File: src/rtl/instr_fetch_unit_pkg.sv
// Shared definitions for the instruction-fetch path: FSM encodings, word size
// and the alignment mask used by the fetch address checker.
package instr_fetch_unit_pkg;

  typedef enum logic [1:0] {
    ST_ISSUE = 2'd0,
    ST_WAIT  = 2'd1,
    ST_VALID = 2'd2,
    ST_FAULT = 2'd3
  } fetch_state_e;

  localparam int unsigned INSTR_BYTES = 4;
  localparam logic [31:0] ALIGN_MASK  = 32'(INSTR_BYTES - 1);

  // Sequential successor; wraps modulo 2^32, the range check catches the result.
  function automatic logic [31:0] next_pc(input logic [31:0] pc);
    return pc + 32'(INSTR_BYTES);
  endfunction

endpackage

File: src/rtl/fetch_addr_check.sv
// Combinational legality check for a fetch address: word alignment and upper
// bound. Kept standalone so the data-side MMU can reuse it.
module fetch_addr_check
  import instr_fetch_unit_pkg::*;
#(
  parameter logic [31:0] PC_LIMIT = 32'h0001_0000
) (
  input  logic [31:0] addr,
  output logic        fault
);

  logic misaligned;
  logic out_of_range;

  assign misaligned   = (addr & ALIGN_MASK) != 32'd0;
  assign out_of_range = addr >= PC_LIMIT;
  assign fault        = misaligned | out_of_range;

endmodule

File: src/rtl/instr_fetch_unit.sv
// Instruction-fetch responder: owns the PC, issues one memory request at a
// time and holds one instruction word for the controlpath.
module instr_fetch_unit
  import instr_fetch_unit_pkg::*;
#(
  parameter logic [31:0] RESET_PC = 32'h0000_0000,
  parameter logic [31:0] PC_LIMIT = 32'h0001_0000
) (
  input  logic        clk,
  input  logic        reset,
  input  logic        pc_inc,
  input  logic        pc_load,
  input  logic [31:0] pc_target,
  output logic [31:0] instruction,
  output logic        wait_instr,
  output logic        instr_segv,
  output logic [31:0] pc,
  output logic        mem_req,
  output logic [31:0] mem_addr,
  input  logic        mem_ack,
  input  logic [31:0] mem_rdata,
  input  logic        mem_err
);

  fetch_state_e state_q, state_d;
  logic [31:0]  pc_q, pc_d;
  logic [31:0]  target_q, target_d;
  logic [31:0]  instr_q, instr_d;
  logic [31:0]  mem_addr_q, mem_addr_d;
  logic         redirect_q, redirect_d;
  logic         wait_q, wait_d;
  logic         segv_q, segv_d;
  logic         mem_req_q, mem_req_d;
  logic         pc_fault;

  fetch_addr_check #(
    .PC_LIMIT(PC_LIMIT)
  ) u_addr_check (
    .addr (pc_q),
    .fault(pc_fault)
  );

  always_ff @(posedge clk or posedge reset) begin
    if (reset) begin
      state_q    <= ST_ISSUE;
      pc_q       <= RESET_PC;
      target_q   <= RESET_PC;
      instr_q    <= 32'd0;
      mem_addr_q <= RESET_PC;
      redirect_q <= 1'b0;
      wait_q     <= 1'b1;
      segv_q     <= 1'b0;
      mem_req_q  <= 1'b0;
    end else begin
      state_q    <= state_d;
      pc_q       <= pc_d;
      target_q   <= target_d;
      instr_q    <= instr_d;
      mem_addr_q <= mem_addr_d;
      redirect_q <= redirect_d;
      wait_q     <= wait_d;
      segv_q     <= segv_d;
      mem_req_q  <= mem_req_d;
    end
  end

  always_comb begin
    state_d    = state_q;
    pc_d       = pc_q;
    target_d   = target_q;
    instr_d    = instr_q;
    mem_addr_d = mem_addr_q;
    redirect_d = redirect_q;
    wait_d     = wait_q;
    segv_d     = segv_q;
    mem_req_d  = mem_req_q;

    unique case (state_q)
      ST_ISSUE: begin
        if (pc_load) begin
          pc_d = pc_target;
        end else if (pc_fault) begin
          state_d = ST_FAULT;
          segv_d  = 1'b1;
        end else begin
          state_d    = ST_WAIT;
          mem_req_d  = 1'b1;
          mem_addr_d = pc_q;
        end
      end

      ST_WAIT: begin
        // The bus request cannot be withdrawn, so a redirect is parked until
        // the ack arrives; the newest target always wins.
        if (pc_load) begin
          target_d   = pc_target;
          redirect_d = 1'b1;
        end
        if (mem_ack) begin
          mem_req_d = 1'b0;
          if (pc_load || redirect_q) begin
            pc_d       = pc_load ? pc_target : target_q;
            redirect_d = 1'b0;
            state_d    = ST_ISSUE;
          end else if (mem_err) begin
            state_d = ST_FAULT;
            segv_d  = 1'b1;
          end else begin
            instr_d = mem_rdata;
            wait_d  = 1'b0;
            state_d = ST_VALID;
          end
        end
      end

      ST_VALID: begin
        if (pc_load) begin
          pc_d    = pc_target;
          wait_d  = 1'b1;
          state_d = ST_ISSUE;
        end else if (pc_inc) begin
          pc_d    = next_pc(pc_q);
          wait_d  = 1'b1;
          state_d = ST_ISSUE;
        end
      end

      ST_FAULT: begin
        if (pc_load) begin
          pc_d    = pc_target;
          segv_d  = 1'b0;
          state_d = ST_ISSUE;
        end
      end

      default: begin
        state_d = ST_ISSUE;
      end
    endcase
  end

  assign instruction = instr_q;
  assign wait_instr  = wait_q;
  assign instr_segv  = segv_q;
  assign pc          = pc_q;
  assign mem_req     = mem_req_q;
  assign mem_addr    = mem_addr_q;

endmodule

File: config.mk
export PLATFORM = sky130hd
export DESIGN_NAME = instr_fetch_unit
export DESIGN_NICKNAME = d
export VERILOG_FILES = /design/src/rtl/instr_fetch_unit_pkg.sv /design/src/rtl/fetch_addr_check.sv /design/src/rtl/instr_fetch_unit.sv
export SDC_FILE = /design/constraint.sdc
export NUM_CORES = 1
export LEC_CHECK = 0
export ABC_CLOCK_PERIOD_IN_PS = 3900
export BUFFER_PORTS_ARGS = -buffer_cell sky130_fd_sc_hd__buf_2
export CAP_MARGIN = 25
export CORE_AREA = 2 2 121 123
export DETAILED_ROUTE_END_ITERATION = 12
export DIE_AREA = 0 0 123 125
export PLACE_DENSITY = 0.75
export SLEW_MARGIN = 15
export SYNTH_ARGS = -nofsm -noshare
export SYNTH_HDL_FRONTEND = slang
export SYNTH_SLANG_ARGS = --single-unit
File: constraint.sdc
create_clock -name clk -period 3.9 [get_ports clk]
set_input_delay 0.195 -clock clk [delete_from_list [all_inputs] [get_ports clk]]
set_output_delay 0.195 -clock clk [all_outputs]
set_load 0.005 [all_outputs]
==> results.tsv, run 1 <==
metric	value	unit
status	finished, final reports clean	
area_growth	27.68	%
cts_tree	built	
cap_violations	0	
synth_xor_area_frac	0	
worstPathArrival	3.10	ns
drc	0	
required	4.26	ns
syn_area	6630	sq um
yosysTopAreaCellShare	0.5020	
drtAntennaViolNets	0	
hold_class	primary input to register	
ir_drop	385.1	uV
detailedPlace.worstSlack	1.222	ns
min_path_cells	2	
clock_latency	0.42	ns
fin_crit_sh	0.7041	
die_area	15380	sq um
netlist_instances	597	
start_util	0.4668	
slew_viol_final	0	
n_fill_cell	1181	
first_iter_violations	377	
synthTopCellsByArea	dfrtp_1 50%, mux2_2 15%, mux2i_1 3.5%	
crit_buf_inv	1	
final_nets	856	
synth_top_family_by_area	multiplexers	
critPathSlowestCell	or3_4	
grt_overflow	0	
fin_hold_ws	0.01394	ns
rows	44	
cp_common_cell	nand2b_1	
cts.path.max_buffers	2	
diodes	0	
ys_seq_area_frac	0.5059	
cts_buffers	17	
post_synth_fa_ha_maj_area_fraction	0.01132	
antenna_found_initial	1	
yosysWarnings	0	
p_leak	4.066	nW
fmax	0.3641	GHz
ios	169	
ys_types	58	
async_reset_ff_frac	1.000	
die_w	123	um
htree_levels	4	
rsz0062_at_grt	false	
postSynthAreaPerCell	11.11	sq um
synthSimpleGateAreaFrac	0.1330	
hold_viol	0	
p_total	6.332	mW
wl_per_cell	18.33	um
final_cell_area	8466	sq um
cts-root-buf	clkbuf_16	
end_kind	register	
path_depth	7	
globalplace.congestion	0.9354	
skew	0.009436	ns
muxShareOfSynthArea	0.1876	
setup_ws	1.154	ns
setup_viol	0	
dr.pass1.iters	5	
first_global_vias	5676	
reg2reg_depth	7	
crit_family	simple AND/OR/NAND/NOR gates	
num_vias	5673	
core	14200	sq um
synth_edf_count	0	
critPathLaunchType	register	
routed_wl	17.91	mm
synth_top_flop_cell	dfrtp_1	
synth_top_cell_by_area	dfrtp_1	
die_h	125	um
clk_pin_slew	0.06	ns
cts.repair.resized	0	
dp_hpwl	12.22	mm
via_per_inst	5.807	
syn-num-nets	673	
grt_max_degree	56	
cpPeakStageDelay	0.60	ns
ys_seq_elements	134	
post_cts_buffers	0	
postPlaceCellArea	7619	sq um
crit_chain	inv_1 -> ha_1 -> nand2b_1 -> nand2b_1 -> or3_4 -> or4_1 -> nand3_1	
synth_compound_area_frac	0.1281	
tightest_slew	1.049	ns
power.density	747.9	nW/um^2
drive_above_1_share	0.3972	
clock_sinks	134	
critical_path.max_fanout	24	
max-slew-margin-rel	0.2983	
grt_usage	0.2406	
ctsHoldBuffers	25	
critPathKind	register to register	
min_period	2.746	ns
grt_pass1_wl	28.87	mm
fin_tns_setup	0	ns
port_buffers	168	
metrics by stage:
step | instances | utilization
after CTS | 976 | 0.5955
after floorplan | 597 | -
after detailed placement | 919 | 0.5364
final | 977 | 0.5960
after global placement | 919 | 0.5364
after global routing | 977 | 0.5960
report_power, final:
part,total (mW),leakage (nW),internal (mW),switching [mW]
clock,1.59,0.273,0.964,0.629
combinational,2.31,2.10,1.11,1.20
sequential,2.43,1.69,1.91,0.514
cells in the mapped netlist (all sizes together) (2+ instances only):
| cell | number |
|---|---|
| and4 | 4 |
| o31a | 3 |
| nor2b | 19 |
| a22o | 4 |
| o31ai | 2 |
| o22ai | 5 |
| o21ai | 36 |
| mux2i | 23 |
| ha | 6 |
| a21oi | 38 |
| dfrtp | 133 |
| nor2 | 37 |
| nand3b | 2 |
| o311a | 2 |
| nand3 | 10 |
| and2 | 3 |
| nor3b | 3 |
| nor4 | 15 |
| a22oi | 4 |
| nor3 | 9 |
| buf | 16 |
| a211o | 2 |
| inv | 13 |
| nand2 | 23 |
| o311ai | 2 |
| mux2 | 90 |
| a221oi | 8 |
| clkbuf | 25 |
| nand4 | 17 |
| o32ai | 2 |
| o2bb2ai | 10 |
| nand2b | 3 |
| a31oi | 4 |
| and3 | 9 |
| or4 | 3 |
cell type report:
cell class,count,area [sq um],share of cell area
Clock buffer,19,442.9,0.05232
Clock inverter,13,146.4,0.01729
Inverter,13,51.30,0.006060
Multi-Input combinational cell,409,3059,0.3614
Sequential cell,134,3354,0.3962
Tap cell,184,230.2,0.02719
Timing Repair Buffer,205,1181,0.1395
worst register-to-register path: cells and delay by family (launching register included):
kind / cells / cell delay (ns)
buffers and inverters: 1 / 0.10
flip-flops: 1 / 0.41
adder cells (fa/ha/maj): 1 / 0.29
AND/OR/NAND/NOR: 5 / 1.88
cell families after synthesis:
logic type	count (synthesis)
and+or+nand+nor	159
DFF	134
AOI/OAI and AO/OA	131
muxes	113
buffers and inverters	54
adders and majority gates	6
metal layers:
| metal | up-vias | track usage | part of all wire |
|---|---|---|---|
| li1 | 2579 | - | - |
| met1 | 2805 | 0.3052 | 0.41 |
| met2 | 252 | 0.3910 | 0.49 |
| met3 | 35 | 0.06478 | 0.076 |
| met4 | 2 | 0.09358 | 0.019 |
| met5 | - | 0 | 0.00095 |
state kept, by name (all words and copies together) (netlist names):
signal / cells
instruction: 32
mem_addr: 32
pc: 32
target_q: 32
state_q: 2
instr_segv: 1
mem_req: 1
redirect_q: 1
wait_instr: 1
path summary, 6_finish.rpt:
| kind | to | startpoint | slack, ns |
|---|---|---|---|
| max in group asynchronous | instruction[10]$_DFFE_PP0P_ | reset | 2.42 |
| worst max register to register | pc[27]$_DFFE_PP0P_ | state_q[0]$_DFFE_PP0P_ | 1.15 |
| worst max-delay path | pc[27]$_DFFE_PP0P_ | state_q[0]$_DFFE_PP0P_ | 1.15 |
| worst min-delay path | instruction[5]$_DFFE_PP0P_ | mem_rdata[5] | 0.01 |
| min in group asynchronous | instruction[31]$_DFFE_PP0P_ | reset | 0.47 |
| worst min register to register | mem_addr[14]$_DFFE_PP0P_ | mem_addr[14]$_DFFE_PP0P_ | 0.50 |
cell usage in the layout (no fill, tap or decap), drive strengths merged, types with 4 or more instances in the layout:
cell type,instances
nand4,17
nor3,9
nor2,37
clkbuf,20
a21oi,38
a22o,4
nand3,10
dfrtp,133
nor4,15
dlygate4sd3,25
and4,4
buf,179
inv,17
ha,6
o22ai,5
mux2,90
mux2i,23
a31oi,4
a221oi,8
nor2b,19
clkinvlp,5
a22oi,4
nand2,23
o2bb2ai,10
o21ai,36
and3,9
No activity file was read; power rests on OpenSTA's default activity.
==> run 2, diff against run 1 <==
--- a/config.mk
+++ b/config.mk
@@ -5,7 +5,7 @@
 export SDC_FILE = /design/constraint.sdc
 export NUM_CORES = 1
 export LEC_CHECK = 0
-export ABC_CLOCK_PERIOD_IN_PS = 3900
+export ABC_CLOCK_PERIOD_IN_PS = 2350
 export BUFFER_PORTS_ARGS = -buffer_cell sky130_fd_sc_hd__buf_2
 export CAP_MARGIN = 25
 export CORE_AREA = 2 2 121 123
==> constraint.sdc (replaced) <==
create_clock -name clk -period 2.35 [get_ports clk]
set_input_delay 0.1175 -clock clk [delete_from_list [all_inputs] [get_ports clk]]
set_output_delay 0.1175 -clock clk [all_outputs]
set_load 0.005 [all_outputs]
==> results.tsv, run 2 (synthesized netlist as in run 1, its figures left out) <==
metric	value	unit	change
via_per_inst	5.583		was 5.807
drive_above_1_share	0.3923		was 0.3972
ir_drop	735.3	uV	was 385.1 uV
die_area	15380	sq um	unchanged
fin_hold_ws	0.06054	ns	was 0.01394 ns
clock_latency	0.43	ns	was 0.42 ns
gr-usage-met2	0.4199		was 0.3910
drc	0		unchanged
post_cts_buffers	0		unchanged
fin_crit_sh	0.9286		was 0.7041
cts.path.max_buffers	2		unchanged
final_common_cell	buf_2		unchanged
wl_per_cell	18.37	um	was 18.33 um
min_period	2.182	ns	was 2.746 ns
clock_sinks	134		unchanged
fin_tns_setup	0	ns	unchanged
max-slew-margin-rel	0.5287		was 0.2983
skew	0.01848	ns	was 0.009436 ns
power.density	1200	nW/um^2	was 747.9 nW/um^2
hold_class	primary input to register		unchanged
setup_ws	0.1677	ns	was 1.154 ns
clk_pin_slew	0.06	ns	about the same
grt_usage	0.2593		was 0.2406
antenna_found_initial	0		was 1
grt_max_degree	79		was 56
dp_hpwl	12.95	mm	was 12.22 mm
htree_levels	4		unchanged
cap_violations	0		unchanged
final_cell_area	9084	sq um	was 8466 sq um
grt_pass1_wl	30.94	mm	was 28.87 mm
worstPathArrival	2.47	ns	was 3.10 ns
grt_overflow	0		unchanged
cts-root-buf	clkbuf_16		unchanged
area_growth	37.01	%	was 27.68%
globalplace.congestion	0.8679		was 0.9354
critical_path.max_fanout	11		was 24
postPlaceCellArea	7823	sq um	was 7619 sq um
ios	169		unchanged
p_total	10.90	mW	was 6.332 mW
drtAntennaViolNets	0		unchanged
stdcell_count	1038		was 977
tightest_slew	0.7070	ns	was 1.049 ns
rsz0062_at_grt	false		unchanged
num_vias	5795		was 5673
dp_cells	941		was 919
fmax	0.4582	GHz	was 0.3641 GHz
cts_tree	built		unchanged
fin_util	0.6395		was 0.5960
end_kind	register		unchanged
final_cell_mix	168 x buf_2, 133 x dfrtp_1, 90 x mux2_2, 66 x dlygate4sd3_1, 38 x a21oi_1		was 168 x buf_2, 133 x dfrtp_1, 90 x mux2_2, 38 x a21oi_1, 37 x nor2_1
required	2.64	ns	was 4.26 ns
die_h	125	um	unchanged
core	14200	sq um	unchanged
diodes	0		unchanged
cts_buffers	17		unchanged
routed_wl	19.07	mm	was 17.91 mm
first_iter_violations	377		unchanged
grt_use_met1	0.3441		was 0.3052
p_leak	4.361	nW	was 4.066 nW
port_buffers	168		unchanged
final_nets	917		was 856
hold_viol	0		unchanged
status	finished, final reports clean		unchanged
dr.pass1.iters	4		was 5
die_w	123	um	unchanged
slew_viol_final	0		unchanged
critPathKind	register to register		unchanged
critPathLaunchType	register		unchanged
grtUsageMet3	0.05976		was 0.06478
start_util	0.4668		unchanged
rows	44		unchanged
top_usage_layer	met2		unchanged
setup_viol	0		unchanged
first_global_vias	5948		was 5676
detailedPlace.worstSlack	0.1029	ns	was 1.222 ns
-- run 2: cell count changes in the layout (fill, tap and decap cells not counted), moves of 2 or more --
cell / change
clkinv_2: +2
clkinv_4: +2
buf_12: +3
dlygate4sd3_1: +41
buf_4: +18
inv_6: -4
-- run 2: repair_timing --
action / 4_1_cts / 5_1_grt
gates resized for setup: 0 / 2
hold buffers: 66 / 0
hold endpoints to repair: 142 / 0
endpoints found under the setup margin: 0 / 34
-- run 2: final timing paths --
check / startpoint / end / slack, ns / cells after the start
worst max register to register: pc[6]$_DFFE_PP0P_ / pc[21]$_DFFE_PP0P_ / 0.17 / 5
min in group asynchronous: reset / mem_addr[21]$_DFFE_PP0P_ / 0.38 / 4
worst min-delay path: mem_err / state_q[0]$_DFFE_PP0P_ / 0.06 / 3
worst min register to register: mem_addr[0]$_DFFE_PP0P_ / mem_addr[0]$_DFFE_PP0P_ / 0.49 / 1
max in group asynchronous: reset / mem_addr[14]$_DFFE_PP0P_ / 1.33 / 4
worst max-delay path: pc[6]$_DFFE_PP0P_ / pc[21]$_DFFE_PP0P_ / 0.17 / 5
-- run 2: critical path, cell delays in order (launching register included) --
cell and delay, ns:
dfrtp_1 0.52, nand4_1 0.35, nor4_2 0.42, nand4_1 0.18, a32o_1 0.30, a211o_1 0.27
-- run 2: layer usage --
| metal | share of wire | vias to the layer above |
|---|---|---|
| li1 | - | 2699 |
| met1 | 0.43 | 2879 |
| met2 | 0.50 | 195 |
| met3 | 0.056 | 22 |
| met4 | 0.017 | 0 |
| met5 | 0 | - |
-- run 2: area by class of cell --
cell class | count | area (sq um)
clock buffers | 20 | 446.7
repair buffers | 266 | 1779
well taps | 184 | 230.2
multi-input cells | 409 | 3067
flip-flops and latches | 134 | 3354
inverters | 13 | 52.55
fillers | 1126 | 5120
clock inverters | 12 | 153.9
-- run 2: power by group --
group          switching [mW]  internal (mW)  leakage, nW
Combinational            2.18           2.08         2.38
Sequential              0.762           3.18         1.69
Clock                    1.01           1.69        0.286
